## config.mk

```make
export PLATFORM = sky130hd
export DESIGN_NAME = im_loader
export DESIGN_NICKNAME = d
export VERILOG_FILES = /design/src/rtl/im_loader_pkg.sv /design/src/rtl/loader_timeout.sv /design/src/rtl/im_loader.sv
export SDC_FILE = /design/constraint.sdc
export NUM_CORES = 1
export LEC_CHECK = 0
export ABC_CLOCK_PERIOD_IN_PS = 5200
export BUFFER_PORTS_ARGS = -buffer_cell sky130_fd_sc_hd__buf_4
export CAP_MARGIN = 0
export CORE_UTILIZATION = 25
export DETAILED_ROUTE_END_ITERATION = 7
export PLACE_DENSITY = 0.51
export SYNTH_ARGS = -nofsm -noshare
export SYNTH_HDL_FRONTEND = slang
export SYNTH_SLANG_ARGS = --single-unit
export TNS_END_PERCENT = 100
```

## constraint.sdc

```tcl
create_clock -name clk -period 5.2 [get_ports clk]
set_input_delay 1.04 -clock clk [delete_from_list [all_inputs] [get_ports clk]]
set_output_delay 1.04 -clock clk [all_outputs]
set_load 0.03 [all_outputs]
```

## src/rtl/im_loader_pkg.sv

```systemverilog
// Shared definitions for the IM program loader.
// State encoding, frame constants and the length check.
package im_loader_pkg;

  localparam int IM_AW = 6;
  localparam logic [7:0] SYNC_BYTE_D = 8'hA5;
  localparam int TIMEOUT_D = 1_000_000;

  typedef enum logic [2:0] {
    S_IDLE,
    S_SYNC,
    S_LEN,
    S_DATA,
    S_CSUM,
    S_DONE,
    S_ERR
  } ld_state_t;

  // A frame must carry 1..2^aw words.
  function automatic logic len_ok(
    input logic [7:0] n,
    input int         aw
  );
    return (n != 8'd0) && (int'(n) <= (1 << aw));
  endfunction

endpackage

```

## src/rtl/loader_timeout.sv

```systemverilog
// Inter-byte watchdog for the loader.
// Reloads on every restart; expired once it has counted down to zero.
module loader_timeout #(
  parameter int TIMEOUT = 1_000_000
) (
  input  logic clk,
  input  logic rstn,
  input  logic restart,
  output logic expired
);

  localparam int W = (TIMEOUT > 2) ? $clog2(TIMEOUT) : 1;

  logic [W-1:0] cnt;

  always_ff @(posedge clk) begin
    if (rstn) begin
      cnt <= '0;
    end else if (restart) begin
      cnt <= W'(TIMEOUT - 1);
    end else if (cnt != '0) begin
      cnt <= cnt - 1'b1;
    end
  end

  assign expired = (cnt == '0);

endmodule

```

## src/rtl/im_loader.sv

```systemverilog
// Framed byte-stream loader writing 32-bit words into IM.
// Holds the CPU while armed; reports progress and sticky status.
module im_loader
  import im_loader_pkg::*;
#(
  parameter int         ADDR_W    = IM_AW,
  parameter logic [7:0] SYNC_BYTE = SYNC_BYTE_D,
  parameter int         TIMEOUT   = TIMEOUT_D
) (
  input  logic              clk,
  input  logic              rstn,
  input  logic              load_en,
  input  logic              rx_valid,
  input  logic [7:0]        rx_data,
  output logic              im_we,
  output logic [ADDR_W-1:0] im_addr,
  output logic [31:0]       im_wdata,
  output logic              cpu_hold,
  output logic              busy,
  output logic              done,
  output logic              err,
  output logic [ADDR_W:0]   words_loaded
);

  ld_state_t       state;
  logic [ADDR_W:0] n_words;
  logic [7:0]      csum;
  logic [7:0]      csum_nx;
  logic [1:0]      byte_idx;
  logic [23:0]     word_lo;
  logic            active;
  logic            expired;

  assign active = (state == S_LEN) ||
                  (state == S_DATA) ||
                  (state == S_CSUM);
  assign csum_nx = csum + rx_data;

  // Watchdog only runs while a frame is open.
  loader_timeout #(
    .TIMEOUT(TIMEOUT)
  ) u_timeout (
    .clk    (clk),
    .rstn   (rstn),
    .restart(rx_valid | ~active),
    .expired(expired)
  );

  always_ff @(posedge clk) begin
    if (rstn) begin
      state        <= S_IDLE;
      n_words      <= '0;
      csum         <= '0;
      byte_idx     <= '0;
      word_lo      <= '0;
      im_we        <= 1'b0;
      im_addr      <= '0;
      im_wdata     <= '0;
      cpu_hold     <= 1'b0;
      busy         <= 1'b0;
      done         <= 1'b0;
      err          <= 1'b0;
      words_loaded <= '0;
    end else begin
      im_we    <= 1'b0;
      cpu_hold <= load_en;
      if (!load_en) begin
        state <= S_IDLE;
        busy  <= 1'b0;
        done  <= 1'b0;
        err   <= 1'b0;
      end else begin
        unique case (state)
          S_IDLE: begin
            state        <= S_SYNC;
            words_loaded <= '0;
          end
          S_SYNC: begin
            if (rx_valid && rx_data == SYNC_BYTE) begin
              state <= S_LEN;
              busy  <= 1'b1;
            end
          end
          S_LEN: begin
            if (rx_valid) begin
              if (len_ok(rx_data, ADDR_W)) begin
                state        <= S_DATA;
                n_words      <= (ADDR_W+1)'(rx_data);
                csum         <= rx_data;
                byte_idx     <= '0;
                words_loaded <= '0;
              end else begin
                state <= S_ERR;
                err   <= 1'b1;
                busy  <= 1'b0;
              end
            end else if (expired) begin
              state <= S_ERR;
              err   <= 1'b1;
              busy  <= 1'b0;
            end
          end
          S_DATA: begin
            if (rx_valid) begin
              csum     <= csum_nx;
              byte_idx <= byte_idx + 1'b1;
              unique case (byte_idx)
                2'd0: word_lo[7:0]   <= rx_data;
                2'd1: word_lo[15:8]  <= rx_data;
                2'd2: word_lo[23:16] <= rx_data;
                2'd3: begin
                  im_we        <= 1'b1;
                  im_addr      <= words_loaded[ADDR_W-1:0];
                  im_wdata     <= {rx_data, word_lo};
                  words_loaded <= words_loaded + 1'b1;
                  if (words_loaded + 1'b1 == n_words)
                    state <= S_CSUM;
                end
              endcase
            end else if (expired) begin
              state <= S_ERR;
              err   <= 1'b1;
              busy  <= 1'b0;
            end
          end
          S_CSUM: begin
            if (rx_valid) begin
              busy <= 1'b0;
              if (csum_nx == 8'h00) begin
                state <= S_DONE;
                done  <= 1'b1;
              end else begin
                state <= S_ERR;
                err   <= 1'b1;
              end
            end else if (expired) begin
              state <= S_ERR;
              err   <= 1'b1;
              busy  <= 1'b0;
            end
          end
          S_DONE, S_ERR: begin
          end
          default: state <= S_IDLE;
        endcase
      end
    end
  end

endmodule

```

After elaboration in Yosys (flattened, before gate mapping)
Index checks and enable logic that the tools add are counted.
W data, S select, Z words.
Cells by class
  $add $sub $neg: 4
  equal/unequal tests: 21
  magnitude comparators: 1
  bitwise gates (word level): 6
  reductions and logical operators: 30
  mux-type cells: 40
Operators with widths (number)
  $mux W20: 2
  $reduce_and A4 Y1: 8
  $mux W7: 4
  $mux W3: 8
  $mux W8: 3
  $pmux W7 S3: 1
  $logic_not A20 Y1: 1
  $reduce_bool A20 Y1: 1
  $sub A20 B1 Y20 const B: 1
  $pmux W3 S6: 1
  $pmux W8 S2: 1
  $mux W1: 13
  $eq A3 B3 Y1 const B: 3
  $add A8 B8 Y8: 1
  $eq A8 B8 Y1 const B: 1
  $le A8 B7 Y1 const B: 1
  $logic_not A8 Y1: 1
  $mux W2: 4
  $ne A2 B2 Y1 const B: 4
  $reduce_bool A8 Y1: 1
  $add A7 B1 Y7 const B: 1
  $eq A7 B7 Y1: 1
  $eq A3 B2 Y1 const B: 2
  $ne A3 B2 Y1 const B: 2
  23 further kinds: 36
Storage, ports and cells
  input bits: 12
  output and inout port bits: 50
  word-level logic and storage cells: 119
  bits in registers: 114

Longest topological paths before layout
  depth after elaboration: 6
  depth in mapped cells: 9
  mapped depth without buffers: 8

By module
Synthesis repeated with hierarchy kept, for this count alone.
Unflattened totals
  cell total of the unflattened synthesis: 680
  area, all modules: 5426.5 um2
By module, submodules not included
  im_loader: sequential area each 1881.8 um2, instances 1, cells an instance 543, area each 4307.9 um2
  loader_timeout: sequential area each 400.4 um2, instances 1, cells an instance 137, area each 1118.6 um2

Worst setup path before layout
No wires, ideal clock.
  kind: in2reg
  start point: input port rx_data[0]
  end point: register err
  path buffers: 0
  cell stages on the path: 8
  data arrival time: 2.770 ns
  data required time: 5.083 ns
  slack: 2.313 ns
  library setup time: 0.117 ns
  cells stage by stage: ha_1 -> fa_1 -> a211oi_1 -> nor2_1 -> a211oi_1 -> and3_1 -> nand3_1 -> a22o_1
Between the ends
  longest elaborated chain between the ends: 4
  elaborated cells on any way between the ends: 8
  those cells by class: add/sub (1); order compare (1); eq/ne (2); reduce/logical (4)
Ends and longest elaborated chain
  from (decl): RTL line im_loader.sv:14  | input logic [7:0] rx_data,
  $add A8 B8 Y8, or another cell as far along: RTL line im_loader.sv:37  | assign csum_nx = csum + rx_data;
  $logic_not A8 Y1 or $logic_and A1 B1 Y1 (tied branches): RTL line im_loader.sv:129, im_loader_pkg.sv:24
  $ne A3 B3 Y1 (no source line)
  $reduce_and A4 Y1 (no source line) *
  to (signal assigned): RTL line im_loader.sv:122  | err <= 1'b1;
  to (signal assigned): RTL line im_loader.sv:134  | err <= 1'b1;
  to (signal assigned): RTL line im_loader.sv:138  | err <= 1'b1;
  to (decl): RTL line im_loader.sv:21  | output logic err,
Mark *: on every way between the ends. The rest lies on a longest branch, timed or not.
A chain may end at the register's enable or synchronous reset.

Worst setup path after layout
Ends and elaborated chain as after synthesis.

==> Flow_metrics.wiki <==
{| class="wikitable"
! Metric !! Value
|-
| Clk buf depth || 2
|-
| Total I/O pin count || a little over 60
|-
| 1st-pass router iterations || 5
|-
| Crit path capture type || register
|-
| Non-Filler Instances || roughly 950
|-
| Total of fill cells in the finished design || 2,160
|-
| Period Utilization, post-route || 0.553
|-
| Critical Setup Path Class || input port to register
|-
| Critical Path Start Type || input port
|-
| Slew Viols, Final || 0
|-
| Final setup violating endpoints || 0
|-
| Global-route usage over all layers || 0.133
|-
| Clock edge transition at the registers on the reported setup and hold paths || 50 ps
|-
| Arrival time worst endpoint || ~3200 ps
|-
| Post-synthesis instance area || 5210 µm²
|-
| Largest family of logic cells by synthesized area || simple AND/OR/NAND/NOR gates
|-
| Adder-cell area share of the yosys netlist || 0.0370
|-
| Detail-routed net length per standard cell || 14.3 µm
|-
| Complex-gate fraction of the synthesized area || 0.147
|-
| Proportion of layout cells with a drive suffix above 1 || 0.151
|-
| Count of warnings emitted by yosys || 0
|-
| Vert. Die Dim || 146 µm
|-
| Avg Cell Area, Syn || 8.35 µm²
|-
| Via density || between 4 and 5
|-
| Total global routing overflow || 0
|-
| Async SR Flop Fraction || 0
|-
| Port Buf Inserts || 61
|-
| Run status || finished clean
|-
| EDFF count, synth || 0
|-
| DRC errors left || 0
|-
| Die area || 21,400 µm²
|-
| PnR worst setup slack || roughly 2300 ps
|-
| Number of synthesized register bits || 114
|-
| Wire length of the first global-routing pass || 22,400 µm
|-
| Routed via count || 4,412
|-
| Final critical path time including I/O delays and setup || 2880 ps
|-
| Setup repair bufs after CTS || 0
|-
| Number of buffers created by CTS || 17
|-
| Data required time at the worst endpoint || 5510 ps
|-
| Core area || 20,400 µm²
|-
| RSZ-0062 raised after global routing || no
|-
| Routability congestion estimate from global placement || 0.797
|-
| Fraction of synthesized cell area in xor and xnor cells || 0.0454
|-
| Count of nets left with antenna violations after detail routing || 0
|-
| Critical path peak fanout || 9
|-
| Pleak || between 2 and 3 nW
|-
| Fmax || 348 MHz
|-
| Final Net Count || 698
|-
| Clock skew after layout || 5.66 ps
|-
| Mux contribution to synthesized area || 0.0696
|-
| Starting density of the core || 0.256
|-
| Worst setup slack before clock tree synthesis || between 1500 and 2000 ps
|-
| H-tree level count || 4
|-
| Number of antenna cells inserted || 0
|-
| Power density over cell area || ~330 nW/µm²
|-
| Worst slew margin relative to its limit || 0.231
|-
| Maximum Capacitance Violations || 0
|-
| Count of different cell masters after synthesis || 57
|-
| Buffer type at the clock tree root || sky130_fd_sc_hd__clkbuf_16
|-
| Core Rows || 52
|-
| Final hold vios || 0
|-
| Area fraction in and, or, nand and nor cells after synthesis || 0.229
|-
| Clock tree from TritonCTS || built
|-
| Placed instance count || 923
|-
| Via count of the first global-routing pass || 4,163
|-
| Total Power || 2.14 mW
|-
| Detailed Route WL || 13,700 µm
|-
| Main synth FF type || sky130_fd_sc_hd__dfxtp_1
|-
| Multi-input gate area || 2750 µm²
|-
| Insertion delay of the later-clocked pin in the worst-skew pair || roughly 420 ps
|-
| Hold crit path type || register to register
|-
| Maximum vdd drop || 246 µV
|-
| Number of nets produced by synthesis || 650
|-
| DRC marker count from the first detailed-route iteration || between 200 and 250
|-
| Horizontal extent of the die || between 100 and 150 µm
|-
| Number of hold-repair buffers added at the cts stage || 0
|-
| Slew at the pin closest to its max-slew limit || 1150 ps
|-
| Mapped Cells || 624
|-
| Total number of clock tree sinks || 114
|-
| Register Area || 2280 µm²
|-
| Syn-to-layout area delta || 24.2%
|-
| Maximum number of pins on one net before global-route repair || 73
|-
| Commonest cells after routing, fill and taps aside || sky130_fd_sc_hd__nand2_1 (114), sky130_fd_sc_hd__dfxtp_1 (114), sky130_fd_sc_hd__nor2_1 (75)
|-
| Number of antenna violations at the first check in global routing || 0
|-
| Count of instances resized after the clock tree is built || 0
|-
| HPWL Detailed || 8900 µm
|-
| Share of the yosys chip area belonging to registers || 0.438
|-
| Setup total negative slack || 0 ps
|}
## where the power goes
group / internal (mW) / switching [mW] / leakage, nW
clock: 0.751 / 0.395 / 0.284
combinational: 0.0334 / 0.0649 / 1.39
sequential: 0.882 / 0.00870 / 0.923
## flip-flops by register name (all words and copies together) (netlist names), 2 cells and up
signal and cells:
u_timeout.cnt 20, byte_idx 2, im_wdata 32, im_addr 6
words_loaded 7, word_lo 24, n_words 7, state 3
csum 8
## synthesized netlist by cell type (all sizes together), types with 4 or more instances
| cell | n | area share |
|---|---|---|
| dfxtp | 114 | 0.44 |
| nand2 | 114 | 0.082 |
| nor2 | 75 | 0.054 |
| a21oi | 63 | 0.060 |
| clkbuf | 34 | 0.024 |
| mux2i | 34 | 0.065 |
| xor2 | 14 | 0.024 |
| ha | 13 | 0.031 |
| nand3 | 13 | 0.012 |
| nor3 | 13 | 0.013 |
| xnor2 | 13 | 0.022 |
| inv | 11 | 0.0079 |
| o21ai | 9 | 0.0086 |
| a311oi | 8 | 0.013 |
| and3 | 8 | 0.0096 |
| or3 | 8 | 0.010 |
| a31oi | 6 | 0.0072 |
| nand2b | 6 | 0.0072 |
| a211oi | 5 | 0.0072 |
| o211ai | 5 | 0.0072 |
| or4 | 5 | 0.0089 |
| nand4 | 4 | 0.0048 |
## final cells by class
type / instances / area share
clock buffer: 26 / 0.0771
clock inverter: 5 / 0.0116
inverter: 11 / 0.00638
multi-input combinational: 463 / 0.425
sequential: 114 / 0.352
tap: 270 / 0.0522
timing repair buffer: 65 / 0.0754
## routing by layer
layer | GRT usage | routed length (µm) | share of wire
met5 | 0 | 0 | 0
met4 | 0.0495 | 53 | 0.0039
met3 | 0.0353 | 436 | 0.032
met2 | 0.199 | 6160 | 0.45
met1 | 0.183 | 7020 | 0.51
## logic make-up after synthesis
family                   after synthesis
buffers and inverters                 47
flip-flops                           114
AO/OA/AOI/OAI                        121
XOR/XNOR                              27
AND/OR/NAND/NOR                      264
multiplexers                          36
adder cells (fa/ha/maj)               15
## worst paths after layout
path / from / endpoint / slack (ps) / cells past startpoint
setup / recovery: rx_data[0] / err / 2320 / 9
hold / removal: word_lo[6] / im_wdata[6] / 450 / 2
hold reg to reg: word_lo[6] / im_wdata[6] / 450 / 2
setup reg to reg: state[0] / im_wdata[3] / 2750 / 6
## worst max-delay path: stages
cell and delay [ps]:
sky130_fd_sc_hd__buf_4 160, sky130_fd_sc_hd__ha_1 230, sky130_fd_sc_hd__fa_1 410, sky130_fd_sc_hd__a211oi_1 360
sky130_fd_sc_hd__nor2_1 100, sky130_fd_sc_hd__a211oi_1 340, sky130_fd_sc_hd__and3_1 210, sky130_fd_sc_hd__nand3_1 130
sky130_fd_sc_hd__a22o_1 200
## per-stage QoR
step                utilization  hold slack, ps  area (µm²)
finish                    0.318             448        6470
global route              0.318             473        6470
CTS                       0.318             452        6470
detailed placement        0.290             445        5900
global placement          0.290             441        5900
floorplan                     -             432        5210
(Power assumes the default switching activity.)
